`src/rtl/wb_regfile.sv`:
```
// wb_regfile -- write-back stage and 8 x 16 architectural register file.
//
// The selected result (ALU, memory, load-immediate, link PC) is captured into
// a one-entry write-back register and committed to the array on the following
// edge. Two independent combinational read ports bypass the pending write so
// a result is visible to readers from the edge it is captured.
//
// Ports:
//   clk, rst_n         clock (rising edge), asynchronous active-low reset
//   wb_valid           instruction writes a register
//   wb_sel             result source: 0 ALU, 1 mem, 2 load-immediate, 3 link
//   wb_rd              destination register
//   alu_result, mem_rdata, li_value, link_pc   candidate results
//   stall              ignore this cycle's inputs (bubble into write-back)
//   ra1/ra2, rd1/rd2   read addresses / read data (R0 reads zero)
//   pend_valid/pend_rd write-back register status
//   write_count        committed register writes, wraps at 16 bits
module wb_regfile #(
   parameter int DATA_W = 16,
   parameter int NREG   = 8,
   parameter int ADDR_W = 3
) (
   input  logic              clk,
   input  logic              rst_n,
   input  logic              wb_valid,
   input  logic [1:0]        wb_sel,
   input  logic [ADDR_W-1:0] wb_rd,
   input  logic [DATA_W-1:0] alu_result,
   input  logic [DATA_W-1:0] mem_rdata,
   input  logic [DATA_W-1:0] li_value,
   input  logic [DATA_W-1:0] link_pc,
   input  logic              stall,
   input  logic [ADDR_W-1:0] ra1,
   input  logic [ADDR_W-1:0] ra2,
   output logic [DATA_W-1:0] rd1,
   output logic [DATA_W-1:0] rd2,
   output logic              pend_valid,
   output logic [ADDR_W-1:0] pend_rd,
   output logic [15:0]       write_count
);

   logic [DATA_W-1:0] regs_q [NREG];

   logic              pend_valid_q, pend_valid_d;
   logic [ADDR_W-1:0] pend_rd_q,    pend_rd_d;
   logic [DATA_W-1:0] pend_data_q,  pend_data_d;
   logic [15:0]       write_count_q, write_count_d;
   logic [DATA_W-1:0] wb_mux;

   always_comb begin
      wb_mux = alu_result;
      unique case (wb_sel)
         2'b00: wb_mux = alu_result;
         2'b01: wb_mux = mem_rdata;
         2'b10: wb_mux = li_value;
         2'b11: wb_mux = link_pc;
      endcase
   end

   // Stall inserts a bubble; rd/data hold so a stalled instruction is only
   // taken once, on the first non-stall edge. Writes to R0 never go pending.
   always_comb begin
      pend_valid_d  = 1'b0;
      pend_rd_d     = pend_rd_q;
      pend_data_d   = pend_data_q;
      write_count_d = write_count_q;
      if (!stall) begin
         pend_valid_d = wb_valid && (wb_rd != '0);
         pend_rd_d    = wb_rd;
         pend_data_d  = wb_mux;
      end
      if (pend_valid_q) begin
         write_count_d = write_count_q + 16'd1;
      end
   end

   always_ff @(posedge clk or negedge rst_n) begin
      if (!rst_n) begin
         pend_valid_q  <= 1'b0;
         pend_rd_q     <= '0;
         pend_data_q   <= '0;
         write_count_q <= '0;
      end else begin
         pend_valid_q  <= pend_valid_d;
         pend_rd_q     <= pend_rd_d;
         pend_data_q   <= pend_data_d;
         write_count_q <= write_count_d;
      end
   end

   // Commit uses the old pending entry; a same-edge capture to the same
   // register lands in the write-back register and wins through the bypass.
   always_ff @(posedge clk or negedge rst_n) begin
      if (!rst_n) begin
         for (int unsigned i = 0; i < NREG; i++) begin
            regs_q[i] <= '0;
         end
      end else if (pend_valid_q) begin
         regs_q[pend_rd_q] <= pend_data_q;
      end
   end

   always_comb begin
      rd1 = regs_q[ra1];
      if (ra1 == '0) begin
         rd1 = '0;
      end else if (pend_valid_q && (pend_rd_q == ra1)) begin
         rd1 = pend_data_q;
      end
   end

   always_comb begin
      rd2 = regs_q[ra2];
      if (ra2 == '0) begin
         rd2 = '0;
      end else if (pend_valid_q && (pend_rd_q == ra2)) begin
         rd2 = pend_data_q;
      end
   end

   assign pend_valid  = pend_valid_q;
   assign pend_rd     = pend_rd_q;
   assign write_count = write_count_q;

endmodule

```
`config.mk`:
```
export PLATFORM = sky130hd
export DESIGN_NAME = wb_regfile
export DESIGN_NICKNAME = d
export VERILOG_FILES = /design/src/rtl/wb_regfile.sv
export SDC_FILE = /design/constraint.sdc
export NUM_CORES = 1
export LEC_CHECK = 0
export ABC_AREA = 1
export BUFFER_PORTS_ARGS = -buffer_cell sky130_fd_sc_hd__buf_2
export CORE_ASPECT_RATIO = 0.8
export CORE_MARGIN = 2
export CORE_UTILIZATION = 30
export DETAILED_ROUTE_END_ITERATION = 6
export SYNTH_ARGS = -nofsm -noshare
export SYNTH_HDL_FRONTEND = slang
export SYNTH_SLANG_ARGS = --single-unit
```
`constraint.sdc`:
```
create_clock -name clk -period 1.9 [get_ports clk]
set_input_delay 0.38 -clock clk [delete_from_list [all_inputs] [get_ports clk]]
set_output_delay 0.38 -clock clk [all_outputs]
set_load 0.01 [all_outputs]
```
==> results by group, run 1 <==
Outcome
  – Status: complete, but fails checks
  – Failing checks: negative setup slack

Critical path
  – R2R setup slack: 0.20 ns
  – Worst-path fanout max: 4
  – CP peak stage delay: 0.46 ns
  – Worst r2r path cells: 7
  – CP max-delay cell: dfrtp_2
  – Worst r2r src: pend_rd[1]
  – Worst flop-to-flop path endpoint: regs_q[121]
  – Worst EP arrival: 1.94 ns
  – Kind of critical path: flop to output pin
  – Worst path cell trace: buf_6 -> nand2_2 -> nand2_2 -> nor2_4 -> nand2_4 -> buf_6 -> nand2_2 -> nor2_2 -> nor2_2 -> buf_6
  – CP startpoint kind: flop
  – CP required: 1.52 ns
  – Critical path endpoint category: output pin

Min path
  – Hold Path Class: input pin to flop
  – Hold Path Stages: 3
  – Hold_sp: wb_valid
  – Hold path endpoint: pend_valid

Logic synthesis
  – Post-synth cell types: 29
  – Synth Flop Type: dfrtp_1
  – Post-synth EDFFs: 0
  – Leading area contributor after synthesis: dfrtp_1
  – Synth warn: 0
  – Post-synth top area share: 0.429
  – Syn_nets: 1,499
  – Mapped Area: 9560 µm²
  – Sequential area share after synthesis: 0.429
  – Synth async-reset ratio: 1.00
  – Synth top cells by count: nand2_1, nand3_1, dfrtp_1
  – Ranking of synthesized cells by area: dfrtp_1, nand2_1, nand3_1
  – Cells after synthesis: 1,419
  – Yosys reg bits: 164
  – Most common cell in the netlist: nand2_1
  – Mean Syn Cell Area: 6.74 µm²

Placement
  – Pre-CTS setup slack: -0.156 ns
  – Placer Congestion: 0.918
  – Area after DPL: 11,200 µm²
  – IO buf count: 130
  – HPWL Detailed: 24.4 mm

Finish
  – Fin nets: 1,660
  – Layout cells sized above 1: 0.237
  – Synth-to-layout area growth: 28.2%
  – Final Cell Area: 12,300 µm²
  – Util after Layout: 0.390

STA
  – Final setup vio count: 32
  – Peak Freq: 431 MHz
  – Setup TNS: -11.77 ns
  – Hold Fails Final Rpt: 0
  – RSZ-0062 raised after global routing: true
  – Relative slew slack: 0.367
  – Clk_skew: 0.0142 ns
  – Worst-Margin Slew: 0.946 ns
  – Final period util: 1.22
  – Worst setup margin: -0.422 ns
  – Final min period: 2.32 ns
  – Slew Limit Fails: 0

Clock network
  – Clock latency on the worst-skew pair: 0.45 ns
  – Register clock-pin slew on the reported worst setup and hold paths: 0.08 ns
  – Clk sinks: 164
  – Maximum clock path buffer count: 2
  – CTS tree: built
  – TritonCTS Buffers: 17
  – CTS Root Cell: clkbuf_16
  – H-tree depth: 4

Drt
  – Detailed Routing Iterations Pass 1: 6
  – Post-route ant nets: 0
  – Drc violations: 0
  – Via count: 10.1k
  – Starting DRT DRC Count: 1,092
  – Wire per inst: 16.8 µm
  – Detailed-route vias per instance: 5.03
  – Routed Wire Length: 33.7 mm

Global routing
  – Largest net degree at the start of global routing: 42
  – Initial antenna violation count: 1
  – First-pass GRT wire length: 53.3 mm
  – Total track usage: 0.207
  – Number of global-route vias before repair: 9,276
  – Grt ovf: 0

Die
  – Chip width: 204 µm
  – Die H: 164 µm
  – Num rows: 58
  – Initial Util: 0.304
  – Core ar.: 31,400 µm²
  – Die ar.: 33,300 µm²
  – # IOs: 131

Run
  – Max-cap viol count: 0

Pwr
  – Worst vdd ir: 0.637 mV
  – Pwr per Cell Area: 984 nW/µm²
  – Static Leak: 6.09 nW
  – Total power: 12.1 mW
-- worst max-delay path: cells and delay by family (launching register included) --
kind	cells	cell delay [ns]
and+or+nand+nor	7	0.62
buffers and inverters	3	0.42
DFF	1	0.46
-- placed cells by master (no fill, tap or decap), drive strengths merged --
| cell type | instances |
|---|---|
| nor3 | 3 |
| clkbuf | 17 |
| diode | 1 |
| dfrtp | 164 |
| o21ai | 133 |
| xor2 | 8 |
| inv | 53 |
| dlygate4sd3 | 1 |
| clkinv | 7 |
| nand3 | 209 |
| xnor2 | 4 |
| a21oi | 17 |
| nand4 | 16 |
| nand3b | 1 |
| ha | 1 |
| a31oi | 1 |
| buf | 246 |
| nor2 | 121 |
| nand2 | 591 |
-- flip-flops by register name, summed over array words and instances (netlist names) --
register     flops
pend_data_q     16
pend_rd          3
pend_valid       1
regs_q         128
write_count     16
-- timing repair --
item | CTS | global route
hold buffers | 1 | 0
hold endpoints to repair | 37 | 0
setup buffers | 8 | 2
resized for setup | 60 | 59
cloned | 0 | 1
setup endpoints to repair | 32 | 32
pin swaps | 21 | 24
-- worst max-delay path by stage --
| stage | endpoint | from |
|---|---|---|
| detailed placement | rd1[10] | ra1[0] |
| global placement | rd1[10] | ra1[0] |
| CTS | rd1[5] | pend_rd[1] |
| finish | rd1[3] | pend_rd[1] |
| global route | rd1[15] | pend_rd[1] |
| floorplan | rd1[10] | pend_valid |
-- cell families after synthesis --
logic type      after synthesis  synth area share
fa+ha+maj                     1           0.00131
xor+xnor                     12            0.0110
flops                       164             0.429
simple gates                941             0.412
buf+inv                     150            0.0669
compound gates              151            0.0792
-- per-layer routing --
metal | wire (µm) | share of wire | vias to the layer above | global-route usage
met2 | 15200 | 0.45 | 483 | 0.323
met1 | 15100 | 0.45 | 4731 | 0.293
li1 | - | - | 4870 | -
met4 | 682 | 0.020 | 0 | 0.0654
met3 | 2770 | 0.082 | 47 | 0.0323
met5 | 0 | 0 | - | 0
-- area by class of cell --
class	instances	area [µm²]
fill	3210	19200
multi-input combinational	1105	5070
sequential	164	4110
timing repair buffer	247	1770
tap	420	526
clock buffer	17	425
clock inverter	15	179
inverter	45	176
antenna	1	2.50
-- through the flow --
stage / hold WS (ns) / instances
after floorplan: 0.0844 / 1419
after global placement: 0.335 / 1971
after detailed placement: 0.339 / 1971
after CTS: 0.162 / 2012
after global routing: 0.181 / 2013
final: 0.159 / 2014
-- power by group --
part           internal (mW)  switching (mW)
Sequential              4.37           0.771
Clock                   1.79            1.78
Combinational           1.38            1.98
No activity file was read; power rests on OpenSTA's default activity.
==> inputs of run 2 (changes only) <==
--- a/config.mk
+++ b/config.mk
@@ -11,6 +11,8 @@
 export CORE_MARGIN = 2
 export CORE_UTILIZATION = 30
 export DETAILED_ROUTE_END_ITERATION = 6
+export MAX_ROUTING_LAYER = met4
+export RECOVER_POWER = 50
 export SYNTH_ARGS = -nofsm -noshare
 export SYNTH_HDL_FRONTEND = slang
 export SYNTH_SLANG_ARGS = --single-unit
==> run 2 against run 1 <==
  * The flow still finishes with violations (negative setup slack)
  * Largest cell class unchanged
  * Maximum frequency decreased by 0.12%
  * First-iteration DRC count up 8.2%
  * Die area is the same
  * Clock skew rose by 0.00080 ns
==> results by group, run 2 (same netlist as run 1, synthesis figures left out) <==
Die
  – Die H: 164 µm
  – Core ar.: 31,400 µm²
  – Num rows: 58
  – Die ar.: 33,300 µm²
  – # IOs: 131
  – Initial Util: 0.304
  – Chip width: 204 µm

STA
  – Final min period: 2.32 ns
  – Worst-Margin Slew: 1.19 ns
  – Final setup vio count: 32
  – Slew Limit Fails: 0
  – RSZ-0062 raised after global routing: true
  – Final period util: 1.22
  – Relative slew slack: 0.206
  – Peak Freq: 430 MHz
  – Setup TNS: -12.07 ns
  – Clk_skew: 0.0150 ns
  – Hold Fails Final Rpt: 0
  – Worst setup margin: -0.425 ns

Placement
  – Area after DPL: 11,200 µm²
  – HPWL Detailed: 24.4 mm
  – Placer Congestion: 0.934
  – Pre-CTS setup slack: -0.156 ns
  – IO buf count: 130
  – Placed cell count: 1,971

Global routing
  – Initial antenna violation count: 1
  – Largest net degree at the start of global routing: 42
  – Total track usage: 0.213
  – Grt ovf: 0
  – First-pass GRT wire length: 53.2 mm
  – Number of global-route vias before repair: 9,285

Pwr
  – Worst vdd ir: 0.604 mV
  – Pwr per Cell Area: 979 nW/µm²
  – Static Leak: 6.10 nW

Drt
  – Wire per inst: 16.9 µm
  – Detailed-route vias per instance: 5.01
  – Drc violations: 0
  – Routed Wire Length: 34.0 mm
  – Detailed Routing Iterations Pass 1: 6
  – Via count: 10.1k
  – Post-route ant nets: 0
  – Starting DRT DRC Count: 1,181

Finish
  – Layout cells sized above 1: 0.248
  – Fill count: 3,207
  – Most frequent cells in the layout: nand2_1, nand3_1, dfrtp_1
  – Register area: 4110 µm²
  – Largest Register: regs_q
  – Final Cell Area: 12,400 µm²
  – Synth-to-layout area growth: 29.5%
  – Fin nets: 1,662
  – Area of the multi-input gates: 5150 µm²
  – Max reg flops: 128
  – Cell Count, Final, Fillers Out: 2,016
  – Most common cell after layout, fill and taps aside: nand2_1

Clock network
  – Clock latency on the worst-skew pair: 0.45 ns
  – TritonCTS Buffers: 17
  – Clk sinks: 164
  – Register clock-pin slew on the reported worst setup and hold paths: 0.08 ns
  – CTS tree: built
  – CTS Root Cell: clkbuf_16
  – Maximum clock path buffer count: 2
  – H-tree depth: 4

Critical path
  – Worst-path fanout max: 4
  – Critical path endpoint category: output pin
  – Worst EP arrival: 1.94 ns
  – Kind of critical path: flop to output pin
  – CP startpoint kind: flop
  – CP required: 1.52 ns

Outcome
  – Status: complete, but fails checks
  – Failing checks: negative setup slack

Min path
  – Hold Path Class: input pin to flop

Run
  – Max-cap viol count: 0
run 2: worst paths after layout:
check | from | endpoint | slack, ns | cells after the start
max | pend_rd[1] | rd1[7] | -0.42 | 10
min | wb_valid | pend_valid | 0.16 | 3
max reg2reg | pend_rd[1] | regs_q[121] | 0.20 | 7
min reg2reg | write_count[15] | write_count[15] | 0.51 | 2
max in group asynchronous | rst_n | regs_q[82] | 0.35 | 3
min in group asynchronous | rst_n | write_count[13] | 0.70 | 2
run 2: timing repair:
item                                    in CTS  in global routing
cloned                                       0                  2
hold buffers                                 1                  0
gates resized for setup                     60                 83
hold endpoints to repair                    37                  0
buffers inserted                             8                  3
endpoints found under the setup margin      32                 32
pin swaps                                   21                 28
run 2: power breakdown:
group	total (mW)	switching, mW	internal (mW)
clock	3.57	1.78	1.79
combinational	3.41	2.00	1.40
sequential	5.15	0.775	4.37
total	12.1	4.56	7.57
run 2: area by class of cell:
class                      count  share of cell area
sequential                   164               0.332
clock buffer                  17              0.0344
antenna                        1            0.000202
tap                          420              0.0425
inverter                      45              0.0143
multi-input combinational   1105               0.416
clock inverter                15              0.0145
timing repair buffer         249               0.146
run 2: stage by stage:
stage / utilization / hold slack, ns / power (mW)
global route: 0.394 / 0.179 / 12.9
floorplan: - / 0.0844 / 6.98
detailed placement: 0.357 / 0.339 / 8.31
finish: 0.394 / 0.156 / 12.1
CTS: 0.384 / 0.162 / 12.0
global placement: 0.357 / 0.335 / 8.23
run 2: critical path: stages (launching register included):
cell     delay, ns
dfrtp_2       0.45
buf_6         0.13
nand2_2       0.05
nand2_2       0.06
nor2_4        0.15
nand2_4       0.10
buf_6         0.15
nand2_2       0.05
nor2_1        0.04
nor2_1        0.13
buf_2         0.18
run 2: layer usage:
metal	vias to the layer above	routed length, µm	share of wire	GRT usage
met4	0	655	0.019	0.0634
met5	-	0	0	-
li1	4870	-	-	-
met1	4739	15500	0.45	0.294
met3	45	2520	0.074	0.0317
met2	455	15400	0.45	0.324
==> inputs of run 3 (changes only) <==
--- a/config.mk
+++ b/config.mk
@@ -10,9 +10,12 @@
 export CORE_ASPECT_RATIO = 0.8
 export CORE_MARGIN = 2
 export CORE_UTILIZATION = 30
+export CTS_BUF_LIST = sky130_fd_sc_hd__clkbuf_8
 export DETAILED_ROUTE_END_ITERATION = 6
 export MAX_ROUTING_LAYER = met4
 export RECOVER_POWER = 50
+export REMOVE_ABC_BUFFERS = 1
+export SKIP_LAST_GASP = 1
 export SYNTH_ARGS = -nofsm -noshare
 export SYNTH_HDL_FRONTEND = slang
 export SYNTH_SLANG_ARGS = --single-unit
==> run 3 against run 2 <==
  * The flow still finishes with violations (negative setup slack)
  * Clock power fell by 21%
  * Design area is 3.5% lower
  * First-iteration DRC count up 3.0%
  * Largest power group unchanged
  * Critical path depth did not move
  * Combinational power fell by 5%
  * Core utilization down 1.4 points
  * Power decreased by 8.1%
==> results by group, run 3 (same netlist as run 1, synthesis figures left out) <==
Finish
  – Largest Register: regs_q
  – Layout cells sized above 1: 0.218
  – Max reg flops: 128
  – Synth-to-layout area growth: 24.9%
  – Most frequent cells in the layout: nand2_1, nand3_1, dfrtp_1
  – Fill count: 3,278
  – Cell Count, Final, Fillers Out: 1,989
  – Fin nets: 1,634
  – Most common cell after layout, fill and taps aside: nand2_1

Global routing
  – Number of global-route vias before repair: 9,132
  – Largest net degree at the start of global routing: 67
  – Total track usage: 0.217
  – First-pass GRT wire length: 53.4 mm
  – Initial antenna violation count: 2
  – Grt ovf: 0

Pwr
  – Worst vdd ir: 0.423 mV
  – Sw frac: 0.367
  – Static Leak: 5.90 nW
  – Clock power frac: 0.252
  – Sequential share of power: 0.457
  – Pwr per Cell Area: 933 nW/µm²
  – Switching pwr: 4.09 mW
  – Comb pwr share: 0.290
  – Int Power: 7.05 mW

Clock network
  – Clock latency on the worst-skew pair: 0.48 ns
  – TritonCTS Buffers: 17
  – H-tree depth: 4
  – CTS Root Cell: clkbuf_8
  – Maximum clock path buffer count: 2
  – Clk sinks: 164
  – CTS tree: built
  – Register clock-pin slew on the reported worst setup and hold paths: 0.09 ns

Critical path
  – Worst-path fanout max: 10
  – Worst EP arrival: 2.01 ns
  – Family with the most delay on the worst path: buffers and inverters
  – Most frequent cell on the critical path: nand2_2
  – Worst Path Buf+Inv: 4
  – CP max-delay cell: dfrtp_2
  – CP required: 1.52 ns
  – CP peak stage delay: 0.47 ns
  – Critical path endpoint category: output pin
  – CP startpoint kind: flop
  – Kind of critical path: flop to output pin
  – Worst path cell trace: buf_6 -> nand2_2 -> nand2_2 -> nor2_4 -> buf_12 -> buf_12 -> nand3_1 -> nand2_2 -> nor2_2 -> buf_2

Die
  – # IOs: 131
  – Initial Util: 0.304
  – Die H: 164 µm
  – Chip width: 204 µm
  – Die ar.: 33,300 µm²
  – Core ar.: 31,400 µm²
  – Num rows: 58

Placement
  – Pre-CTS setup slack: -0.147 ns
  – Placed cell count: 1,947
  – Placer Congestion: 0.873
  – HPWL Detailed: 22.5 mm
  – IO buf count: 130

STA
  – Peak Freq: 418 MHz
  – Slew Limit Fails: 0
  – Final min period: 2.39 ns
  – Final period util: 1.26
  – Clk_skew: 0.0107 ns
  – Hold Fails Final Rpt: 0
  – Worst setup margin: -0.492 ns
  – Relative slew slack: 0.340
  – Worst-Margin Slew: 0.989 ns
  – Hold WS: 0.114 ns
  – RSZ-0062 raised after global routing: true
  – Final setup vio count: 32

Drt
  – Drc violations: 0
  – Starting DRT DRC Count: 1,217
  – Routed Wire Length: 34.5 mm
  – Detailed-route vias per instance: 5.03
  – Detailed Routing Iterations Pass 1: 5
  – Wire per inst: 17.3 µm
  – Via count: 10.0k
  – Post-route ant nets: 0

Min path
  – Hold Path Class: input pin to flop

Run
  – Max-cap viol count: 0

Outcome
  – Status: complete, but fails checks
  – Failing checks: negative setup slack
run 3: cell types whose count changed in the layout (fill, tap and decap cells not counted), moves of 6 or more:
cell       before  now
buf_12         12   19
buf_4          90   59
buf_6          20    7
clkbuf_16      18    0
clkbuf_8        0   18
inv_8           8    1
nand2_1       550  560
nand2_2        33   26
nand3_1       197  203
nand3_2        11    5
nor2_1         71   77
run 3: final timing paths:
kind / from / endpoint / slack (ns) / cells after the start
max in group asynchronous: rst_n / regs_q[120] / 0.38 / 3
setup reg to reg: pend_rd[0] / regs_q[74] / 0.21 / 8
setup / recovery: pend_rd[0] / rd2[15] / -0.49 / 10
hold / removal: wb_valid / pend_valid / 0.11 / 3
min in group asynchronous: rst_n / regs_q[96] / 0.27 / 2
hold reg to reg: write_count[15] / write_count[15] / 0.50 / 2
run 3: area by class of cell:
class,count,area [µm²],share of cell area
antenna,2,5.00,0.000419
clock buffer,18,248,0.0207
clock inverter,14,174,0.0146
inverter,45,174,0.0146
multi-input combinational,1106,5070,0.425
sequential,164,4110,0.344
tap,420,526,0.0440
timing repair buffer,220,1640,0.137
run 3: routing by layer:
layer	vias up	track usage	wire length (µm)
met3	58	0.0387	2720
met1	4643	0.304	16000
li1	4825	-	-
met4	0	0.0697	778
met2	478	0.315	15000
met5	-	-	0
run 3: repair_timing:
item                       in CTS  in global routing
buffers inserted                4                  2
gates cloned                    2                  0
hold endpoints to repair      164                  0
pin swaps                      27                 21
gates resized for setup        58                 39
setup endpoints to repair      32                 32
hold buffers                    1                  0
run 3: tightest hold or removal path, stage by stage:
cell and delay [ns]:
buf_2 0.09, nand2_1 0.05, a31oi_1 0.04
run 3: power groups by stage:
stage	clock, mW	sequential, mW	combinational, mW
after floorplan	0	4.98	1.86
after global placement	0	5.12	2.99
after detailed placement	0	5.12	3.06
after CTS	2.86	5.07	3.19
after global routing	3.00	5.20	3.68
final	2.81	5.10	3.24
run 3: per-stage QoR:
stage	TNS (ns)	total power [mW]	instance area, µm²	util
global placement	-2.77	8.11	11100	0.355
CTS	-14.63	11.1	11800	0.377
floorplan	-21.80	6.84	9090	-
global route	-17.44	11.9	11900	0.380
finish	-14.50	11.1	11900	0.380
detailed placement	-2.67	8.18	11100	0.355
